`src/rtl/unidad_mult_div.sv`:
```
// ---------------------------------------------------------------------------
// unidad_mult_div
//
// Iterative 32-bit multiply/divide unit fed by the register bank read ports.
// Runs MULT/MULTU/DIV/DIVU in 34 cycles from accept to visible result and
// keeps the results in HI/LO, which can also be written directly (MTHI/MTLO).
//
// Ports
//   clk       : clock, all state updates on the rising edge
//   rst       : synchronous active-high reset
//   start     : launch an operation (accepted only while idle)
//   op[1:0]   : 00 MULT, 01 MULTU, 10 DIV, 11 DIVU
//   A[31:0]   : multiplicand / dividend, also MTHI/MTLO data
//   B[31:0]   : multiplier / divisor
//   wr_hi     : MTHI, HI <= A (idle and no start only)
//   wr_lo     : MTLO, LO <= A (idle and no start only)
//   busy      : operation in progress
//   done      : one-cycle pulse, HI/LO hold the new result
//   div_zero  : with done, divide by zero (or divide unsupported)
//   HI[31:0]  : product high word or remainder
//   LO[31:0]  : product low word or quotient
//
// Configuration
//   MULTDIV_DIV_EN : when defined the restoring divider is built. When not
//                    defined, DIV/DIVU finish after one busy cycle with
//                    div_zero=1 and HI/LO untouched.
// ---------------------------------------------------------------------------
module unidad_mult_div (
  input  logic        clk,
  input  logic        rst,
  input  logic        start,
  input  logic [1:0]  op,
  input  logic [31:0] A,
  input  logic [31:0] B,
  input  logic        wr_hi,
  input  logic        wr_lo,
  output logic        busy,
  output logic        done,
  output logic        div_zero,
  output logic [31:0] HI,
  output logic [31:0] LO
);

  typedef enum logic [1:0] {
    ST_IDLE = 2'd0,
    ST_RUN  = 2'd1,
    ST_FIX  = 2'd2
  } state_t;

  state_t      state_r;
  state_t      state_nxt_s;
  logic [4:0]  cnt_r;
  logic        op_div_r;
  logic        neg_a_r;
  logic        neg_b_r;
  // Multiplicand magnitude for multiply, raw dividend for divide.
  logic [31:0] opa_r;
  // Multiply: {partial product, remaining multiplier bits}.
  // Divide:   {partial remainder, remaining dividend / quotient bits}.
  logic [63:0] acc_r;
  logic [63:0] acc_nxt_s;
  logic [31:0] hi_r;
  logic [31:0] lo_r;
  logic        busy_r;
  logic        done_r;
  logic        div_zero_r;

  logic        is_signed_s;
  logic        accept_s;
  logic        mt_en_s;
  logic [31:0] mag_a_s;
  logic [31:0] mag_b_s;
  logic [32:0] mul_sum_s;
  logic [63:0] prod_s;
  logic [31:0] res_hi_s;
  logic [31:0] res_lo_s;
  logic        res_wr_s;
  logic        dz_flag_s;

`ifdef MULTDIV_DIV_EN
  logic [31:0] opb_r;
  logic        divz_r;
  logic [32:0] div_shift_s;
  logic [32:0] div_diff_s;
  logic [31:0] quo_s;
  logic [31:0] rem_s;
`endif

  // Operand decode: magnitudes for signed ops, raw values for unsigned ops
  always_comb begin
    is_signed_s = ~op[0];
    accept_s    = (state_r == ST_IDLE) && start;
    mt_en_s     = (state_r == ST_IDLE) && !start;
    if (is_signed_s && A[31]) begin
      mag_a_s = 32'd0 - A;
    end else begin
      mag_a_s = A;
    end
    if (is_signed_s && B[31]) begin
      mag_b_s = 32'd0 - B;
    end else begin
      mag_b_s = B;
    end
  end

  // FSM state register
  always_ff @(posedge clk) begin
    if (rst) begin
      state_r <= ST_IDLE;
    end else begin
      state_r <= state_nxt_s;
    end
  end

  // FSM next-state logic
  always_comb begin
    state_nxt_s = state_r;
    case (state_r)
      ST_IDLE: begin
        if (start) begin
`ifdef MULTDIV_DIV_EN
          state_nxt_s = ST_RUN;
`else
          // Divide is compiled out: skip straight to the finishing cycle.
          if (op[1]) begin
            state_nxt_s = ST_FIX;
          end else begin
            state_nxt_s = ST_RUN;
          end
`endif
        end else begin
          state_nxt_s = ST_IDLE;
        end
      end
      ST_RUN: begin
        if (cnt_r == 5'd31) begin
          state_nxt_s = ST_FIX;
        end else begin
          state_nxt_s = ST_RUN;
        end
      end
      ST_FIX:  state_nxt_s = ST_IDLE;
      default: state_nxt_s = ST_IDLE;
    endcase
  end

  // One iteration of shift-add multiply or restoring divide
  always_comb begin
    acc_nxt_s = acc_r;
    // Add the multiplicand into the high half when the current multiplier
    // bit is set, then shift the whole accumulator right by one.
    mul_sum_s = {1'b0, acc_r[63:32]} + (acc_r[0] ? {1'b0, opa_r} : 33'd0);
`ifdef MULTDIV_DIV_EN
    // Shift the next dividend bit into the partial remainder and try the
    // subtract; bit 32 of the difference is the borrow.
    div_shift_s = acc_r[63:31];
    div_diff_s  = div_shift_s - {1'b0, opb_r};
    if (op_div_r) begin
      if (!div_diff_s[32]) begin
        acc_nxt_s = {div_diff_s[31:0], acc_r[30:0], 1'b1};
      end else begin
        acc_nxt_s = {div_shift_s[31:0], acc_r[30:0], 1'b0};
      end
    end else begin
      acc_nxt_s = {mul_sum_s, acc_r[31:1]};
    end
`else
    acc_nxt_s = {mul_sum_s, acc_r[31:1]};
`endif
  end

  // Operand capture at accept and iteration during RUN
  always_ff @(posedge clk) begin
    if (rst) begin
      cnt_r    <= 5'd0;
      op_div_r <= 1'b0;
      neg_a_r  <= 1'b0;
      neg_b_r  <= 1'b0;
      opa_r    <= 32'd0;
      acc_r    <= 64'd0;
`ifdef MULTDIV_DIV_EN
      opb_r    <= 32'd0;
      divz_r   <= 1'b0;
`endif
    end else if (accept_s) begin
      cnt_r    <= 5'd0;
      op_div_r <= op[1];
      neg_a_r  <= is_signed_s & A[31];
      neg_b_r  <= is_signed_s & B[31];
`ifdef MULTDIV_DIV_EN
      opb_r    <= mag_b_s;
      divz_r   <= op[1] & (B == 32'd0);
      if (op[1]) begin
        opa_r <= A;
        acc_r <= {32'd0, mag_a_s};
      end else begin
        opa_r <= mag_a_s;
        acc_r <= {32'd0, mag_b_s};
      end
`else
      opa_r    <= mag_a_s;
      acc_r    <= {32'd0, mag_b_s};
`endif
    end else if (state_r == ST_RUN) begin
      cnt_r <= cnt_r + 5'd1;
      acc_r <= acc_nxt_s;
    end
  end

  // Sign fix-up of the raw magnitude result, evaluated during FIX
  always_comb begin
    if (neg_a_r ^ neg_b_r) begin
      prod_s = 64'd0 - acc_r;
    end else begin
      prod_s = acc_r;
    end
    res_hi_s  = prod_s[63:32];
    res_lo_s  = prod_s[31:0];
    res_wr_s  = 1'b0;
    dz_flag_s = 1'b0;
`ifdef MULTDIV_DIV_EN
    quo_s = acc_r[31:0];
    rem_s = acc_r[63:32];
    if (state_r == ST_FIX) begin
      res_wr_s  = 1'b1;
      dz_flag_s = op_div_r & divz_r;
    end else begin
      res_wr_s  = 1'b0;
      dz_flag_s = 1'b0;
    end
    if (op_div_r) begin
      if (divz_r) begin
        res_hi_s = opa_r;
        res_lo_s = 32'hFFFF_FFFF;
      end else begin
        // Quotient truncates toward zero; remainder follows the dividend.
        res_lo_s = (neg_a_r ^ neg_b_r) ? (32'd0 - quo_s) : quo_s;
        res_hi_s = neg_a_r ? (32'd0 - rem_s) : rem_s;
      end
    end else begin
      res_hi_s = prod_s[63:32];
      res_lo_s = prod_s[31:0];
    end
`else
    if (state_r == ST_FIX) begin
      // An unsupported divide leaves HI/LO alone and reports div_zero.
      res_wr_s  = ~op_div_r;
      dz_flag_s = op_div_r;
    end else begin
      res_wr_s  = 1'b0;
      dz_flag_s = 1'b0;
    end
`endif
  end

  // HI/LO: result write on leaving FIX, otherwise MTHI/MTLO while idle
  always_ff @(posedge clk) begin
    if (rst) begin
      hi_r <= 32'd0;
      lo_r <= 32'd0;
    end else if (res_wr_s) begin
      hi_r <= res_hi_s;
      lo_r <= res_lo_s;
    end else if (mt_en_s) begin
      if (wr_hi) begin
        hi_r <= A;
      end
      if (wr_lo) begin
        lo_r <= A;
      end
    end
  end

  // Registered handshake outputs
  always_ff @(posedge clk) begin
    if (rst) begin
      busy_r     <= 1'b0;
      done_r     <= 1'b0;
      div_zero_r <= 1'b0;
    end else begin
      busy_r     <= (state_nxt_s != ST_IDLE);
      done_r     <= (state_r == ST_FIX);
      div_zero_r <= dz_flag_s;
    end
  end

  assign busy     = busy_r;
  assign done     = done_r;
  assign div_zero = div_zero_r;
  assign HI       = hi_r;
  assign LO       = lo_r;

endmodule
```
`config.mk`:
```
export PLATFORM = sky130hd
export DESIGN_NAME = unidad_mult_div
export DESIGN_NICKNAME = d
export VERILOG_FILES = /design/src/rtl/unidad_mult_div.sv
export SDC_FILE = /design/constraint.sdc
export NUM_CORES = 1
export LEC_CHECK = 0
export ABC_CLOCK_PERIOD_IN_PS = 3700
export BUFFER_PORTS_ARGS = -buffer_cell sky130_fd_sc_hd__buf_4
export CORE_MARGIN = 3
export CORE_UTILIZATION = 53
export DETAILED_ROUTE_END_ITERATION = 7
export GPL_TIMING_DRIVEN = 0
export HOLD_SLACK_MARGIN = 0.05
export PLACE_DENSITY_LB_ADDON = 0.05
export SLEW_MARGIN = 20
export SYNTH_ARGS = -nofsm -noshare
export SYNTH_HDL_FRONTEND = slang
export SYNTH_SLANG_ARGS = --single-unit
export TNS_END_PERCENT = 100
```
`constraint.sdc`:
```
create_clock -name clk -period 3.7 [get_ports clk]
set_clock_uncertainty 0.05 [all_clocks]
set_input_delay 0.185 -clock clk [delete_from_list [all_inputs] [get_ports clk]]
set_output_delay 0.185 -clock clk [all_outputs]
set_load 0.05 [all_outputs]
```
After elaboration in Yosys (flattened, before gate mapping). Cells that the tools add are included.

Register bits after elaboration: 173. Latch bits: 0. Memory bits (writable): 0. Memory bits (read-only): 0. Bits of input ports: 71. Output and inout port bits: 67. Word-level logic and storage cells: 59. Memories kept: 0.

$add $sub $neg: 5. $mul: 0. Divide/modulo/power cells: 0. Magnitude comparators: 0. Equality and inequality tests: 3. Shift operators: 0. Muxes and demuxes: 17. Bitwise logic cells: 6. Reductions and logical operators: 15.

Operators with widths (count): $mux W32 (11); $mux W64 (1); $sub A1 B32 Y32 const A (2); $sub A1 B64 Y64 const A (1); $add A32 B32 Y33 (1); $reduce_bool A2 Y1 (5); $mux W2 (3); $add A5 B1 Y5 const B (1); $eq A5 B5 Y1 const B (1); $logic_and A1 B1 Y1 (4); $pmux W2 S2 (1); $reduce_and A2 Y1 (2); $reduce_or A2 Y1 (2); $not A1 Y1 (3); $and A1 B1 Y1 (2); $eq A2 B1 Y1 const B (1); $eq A2 B2 Y1 const B (1); $logic_not A2 Y1 (1); $logic_not A1 Y1 (1); $mux W1 (1); $xor A1 B1 Y1 (1).

Depth between registers and ports, before layout.
Depth after elaboration: 4. Mapped depth: 13. Mapped depth without buffers: 11.

Least setup slack after synthesis. OpenSTA, ideal clock, no wires.

Kind: register -> register. Start point: register acc_r[0]. End point: register acc_r[54]. Setup time: 0.124 ns. Arrival time: 2.681 ns. Required time: 3.526 ns. Setup slack: 0.844 ns. Stages on the path, launching flop included: 13. Path buffers: 2. Clock period less this slack: 2.856 ns. Cell sequence: dfxtp_1 > buf_2 > clkbuf_1 > and2_1 > ha_1 > a21oi_1 > o211ai_1 > a311o_1 > o311ai_0 > nand2_1 > a221oi_1 > xor2_1 > o21ai_0.

Word-level cells in the longest chain between the ends: 2.

Ends and longest elaborated chain: start: declaration (line 60) `logic [63:0] acc_r;`; start signal: assignment (line 202) `acc_r <= {32'd0, mag_b_s};`; start signal: assignment (line 206) `acc_r <= acc_nxt_s;`; $mux W32 (line 152) `mul_sum_s = {1'b0, acc_r[63:32]} + (acc_r[0] ? {1'b0, opa_r} : 33'd0);`; $add A32 B32 Y33 (line 152).

No other way between the ends. A chain may end at the register's enable or synchronous reset.

Worst setup path after layout.
Start point: register acc_r[0]. End point: register hi_r[28], in the netlist HI[28].

Word-level cells in the longest chain between the ends: 3.

Ends and longest elaborated chain: $sub A1 B64 Y64 (line 213) `prod_s = 64'd0 - acc_r;`; $mux W64 (line 212) `if (neg_a_r ^ neg_b_r) begin`; $mux W32 (line 261) `end else if (res_wr_s) begin`; end signal: assignment (line 262) `hi_r <= res_hi_s;`; end: declaration (line 62) `logic [31:0] hi_r;`.

No other way between the ends.

==> key figures <==
Outcome
  – Status: finished, final reports clean

Worst setup path
  – WS Path Type: flip-flop to flip-flop
  – Data arrival, critical path: 3.94 ns
  – Critical path required time: 4.02 ns
  – Slowest CP cell: nor3_1
  – Largest driver fanout on the critical path: 10
  – Worst setup SP type: flip-flop
  – Worst setup EP type: flip-flop
  – Crit-path cells: buf_2 -> clkbuf_2 -> inv_1 -> ha_1 -> nor3b_1 -> and2_1 -> nand4_1 -> nor3_1 -> a31oi_1 -> xor2_1 -> nor2_1 -> a211oi_1
  – Max incr delay on CP: 0.56 ns

Route
  – DRT antenna net count: 0
  – DR pass1 iterations: 6
  – Vias: 11460
  – Final WL: 39150 microns
  – DR DRC count: 0
  – WL per Instance: 20.81 microns
  – Via/cell ratio: between 6 and 7
  – 1st-iter DRT viols: 909

Global routing
  – Met3 GRT Util: around 4.7%
  – Global-route wire length before repair: around 60000 microns
  – Met2 Use GR: between 50% and 60%
  – Largest net degree at the start of global routing: 18
  – Initial antenna violation count: 0
  – GRT Overall Usage: 32.26%
  – Gr busiest metal: met2
  – Vias in the first global route: 10770
  – Grt ovf: 0
  – Met1 GRT Util: around two fifths

STA
  – F_max: 276.3 MHz
  – Worst-Margin Slew: approximately 0.92 ns
  – Final hold violation count: 0
  – Final hold slack: 0.04796 ns
  – Final min period: 3.620 ns
  – Slew HR: 38.65%
  – Final Max Slew Viols: 0
  – Final Cycle Share: 97.83%
  – Setup TNS Final: 0 ns
  – # setup viols final: 0
  – RSZ-0062 raised after global routing: false

Layout
  – Fillers: between 1500 and 2000
  – Layout area overhead: 19.82%
  – Commonest non-fill, non-tap cell in the layout: dfxtp_1
  – Most frequent cells in the layout: dfxtp_1, nor2_1, nand2_1
  – Final #Nets: 1707
  – Final Instance Area: 13590 sq um
  – # diodes: 0
  – Fraction of layout cells with a size suffix above 1: 13.04%

Die
  – Initial Util: between 50% and 60%
  – Die H: between 150 and 200 microns
  – Die span in x: 152.3 microns
  – Core ar.: 20620 sq um
  – Die area: 23190 sq um
  – Num rows: 52
  – Ports: 138

Logic synthesis
  – Netlist Area Pre-Place: approximately 11000 sq um
  – Flops & latches, synth: 173
  – Share of the yosys chip area belonging to registers: 30.54%
  – Number of distinct library cells after synthesis: 69
  – Syn Inst Count: 1416
  – Dominant synthesized flop cell: dfxtp_1
  – Synth Area per Inst: 8.010 sq um
  – Asr flop ratio synth: 0%
  – Synth warn: 0
  – Syn nets: 1525
  – Post-synth EDFFs: 0

Clock network
  – Clk slew on worst S/H paths: ~0.080 ns
  – TritonCTS clock tree: yes
  – Clk buf depth: 2
  – Root Driver: clkbuf_16
  – Maximum level of the CTS H-tree: 4
  – CTS Buf Count: 17
  – Clk_lat worst skew: around 0.45 ns
  – # clock sinks: 173

Power
  – P per Cell Area: 382.9 nW/um^2
  – Pleak: 0.005259 uW
  – Peak supply drop: 0.3057 mV

Min path
  – Tightest Hold Check Type: input pin to flip-flop

Job
  – Max Cap Violations: 0

Place
  – Buffers added on ports: 134
  – Dpl cell area: around 13000 sq um
  – GP Congestion: 0.9253
  – DP HPWL: around 30000 microns
[cell type report]
class | count | area, sq um | share of cell area, %
multi-input cells | 1124 | 7457 | 54.87
flip-flops and latches | 173 | 3463 | 25.48
repair buffers | 163 | 1296 | 9.538
clock buffers | 17 | 425.4 | 3.130
plain buffers | 98 | 376.6 | 2.771
well taps | 270 | 337.8 | 2.486
clock inverters | 15 | 155.1 | 1.142
inverters | 21 | 78.83 | 0.5800
[through the flow]
| stage | std cells | power [uW] | utilization (%) | setup slack (ns) |
|---|---|---|---|---|
| 2_1_floorplan | 1416 | 2950 | - | 0.8444 |
| 3_3_place_gp | 1820 | 3372 | 61.51 | -0.07173 |
| 3_5_place_dp | 1820 | 3387 | 61.51 | -0.02836 |
| 4_1_cts | 1881 | 5171 | 65.75 | 0.04993 |
| 5_1_grt | 1881 | 5374 | 65.89 | 0.02633 |
| 6_report | 1881 | 5203 | 65.89 | 0.08031 |
[cell families (layout without fill, tap and decap cells)]
kind of cell    count (synthesis)  after routing  share of synthesized area (%)
compound gates                379            379                          22.13
fa+ha+maj                      38             38                          4.258
simple gates                  495            495                          21.94
flops                         173            173                          30.54
xor+xnor                      143            143                          11.04
mux                            69             69                          6.100
buf+inv                       119            314                          3.994
[power by group]
part	total [uW]	internal [uW]	switching, uW
sequential	2110	1990	115
combinational	1290	462	832
clock	1800	949	855
total	5200	3400	1800
[synthesized netlist by cell type, types with 33 or more instances]
cell | instances | area, sq um
a211oi_1 | 70 | 525.5
a21oi_1 | 103 | 515.5
and2_1 | 38 | 237.7
clkbuf_1 | 88 | 330.3
dfxtp_1 | 173 | 3463
ha_1 | 37 | 462.9
mux2i_1 | 68 | 680.7
nand2_1 | 147 | 551.8
nor2_1 | 159 | 596.8
o21ai_0 | 47 | 235.2
o22ai_1 | 33 | 206.5
xnor2_1 | 71 | 621.9
xor2_1 | 72 | 630.6
[registers in the layout, summed over array words and instances (netlist names)]
signal    flops
opa_r        32
done          1
div_zero      1
neg_b_r       1
busy          1
cnt_r         5
LO           32
acc_r        64
op_div_r      1
state_r       2
HI           32
neg_a_r       1
[worst paths after layout]
| kind | start | end | slack [ns] | cells after the start |
|---|---|---|---|---|
| setup / recovery | acc_r[0]$_SDFFE_PP0P_ | HI[28]$_SDFFE_PP0P_ | 0.08 | 12 |
| hold / removal | B[25] | acc_r[25]$_SDFFE_PP0P_ | 0.05 | 4 |
| setup reg to reg | acc_r[0]$_SDFFE_PP0P_ | HI[28]$_SDFFE_PP0P_ | 0.08 | 12 |
| hold reg to reg | opa_r[0]$_SDFFE_PP0P_ | opa_r[0]$_SDFFE_PP0P_ | 0.42 | 2 |
[layer usage]
layer  wire length (microns)  vias to the layer above  share of wire [%]
met5                       0                        -                  0
met4                    1389                        0                3.5
met3                    2685                       87                6.9
met2                   18720                      485                 48
met1                   16350                     5415                 42
li1                        -                     5474                  -
[timing repair]
item	CTS	global route
resized for setup	1	12
endpoints found under the hold margin	31	0
buffers inserted	0	0
hold buffers	29	0
endpoints found under the setup margin	2	14
pin swaps	0	1
[worst max-delay path: cells and delay by family (launching register included)]
kind / cells / cell delay, ns
AOI/OAI and AO/OA: 2 / 0.39
xor gates and xnor gates: 1 / 0.30
adders and majority gates: 1 / 0.18
buffers and inverters: 3 / 0.57
DFF: 1 / 0.29
and+or+nand+nor: 5 / 1.75
No activity file was read; power rests on OpenSTA's default activity.
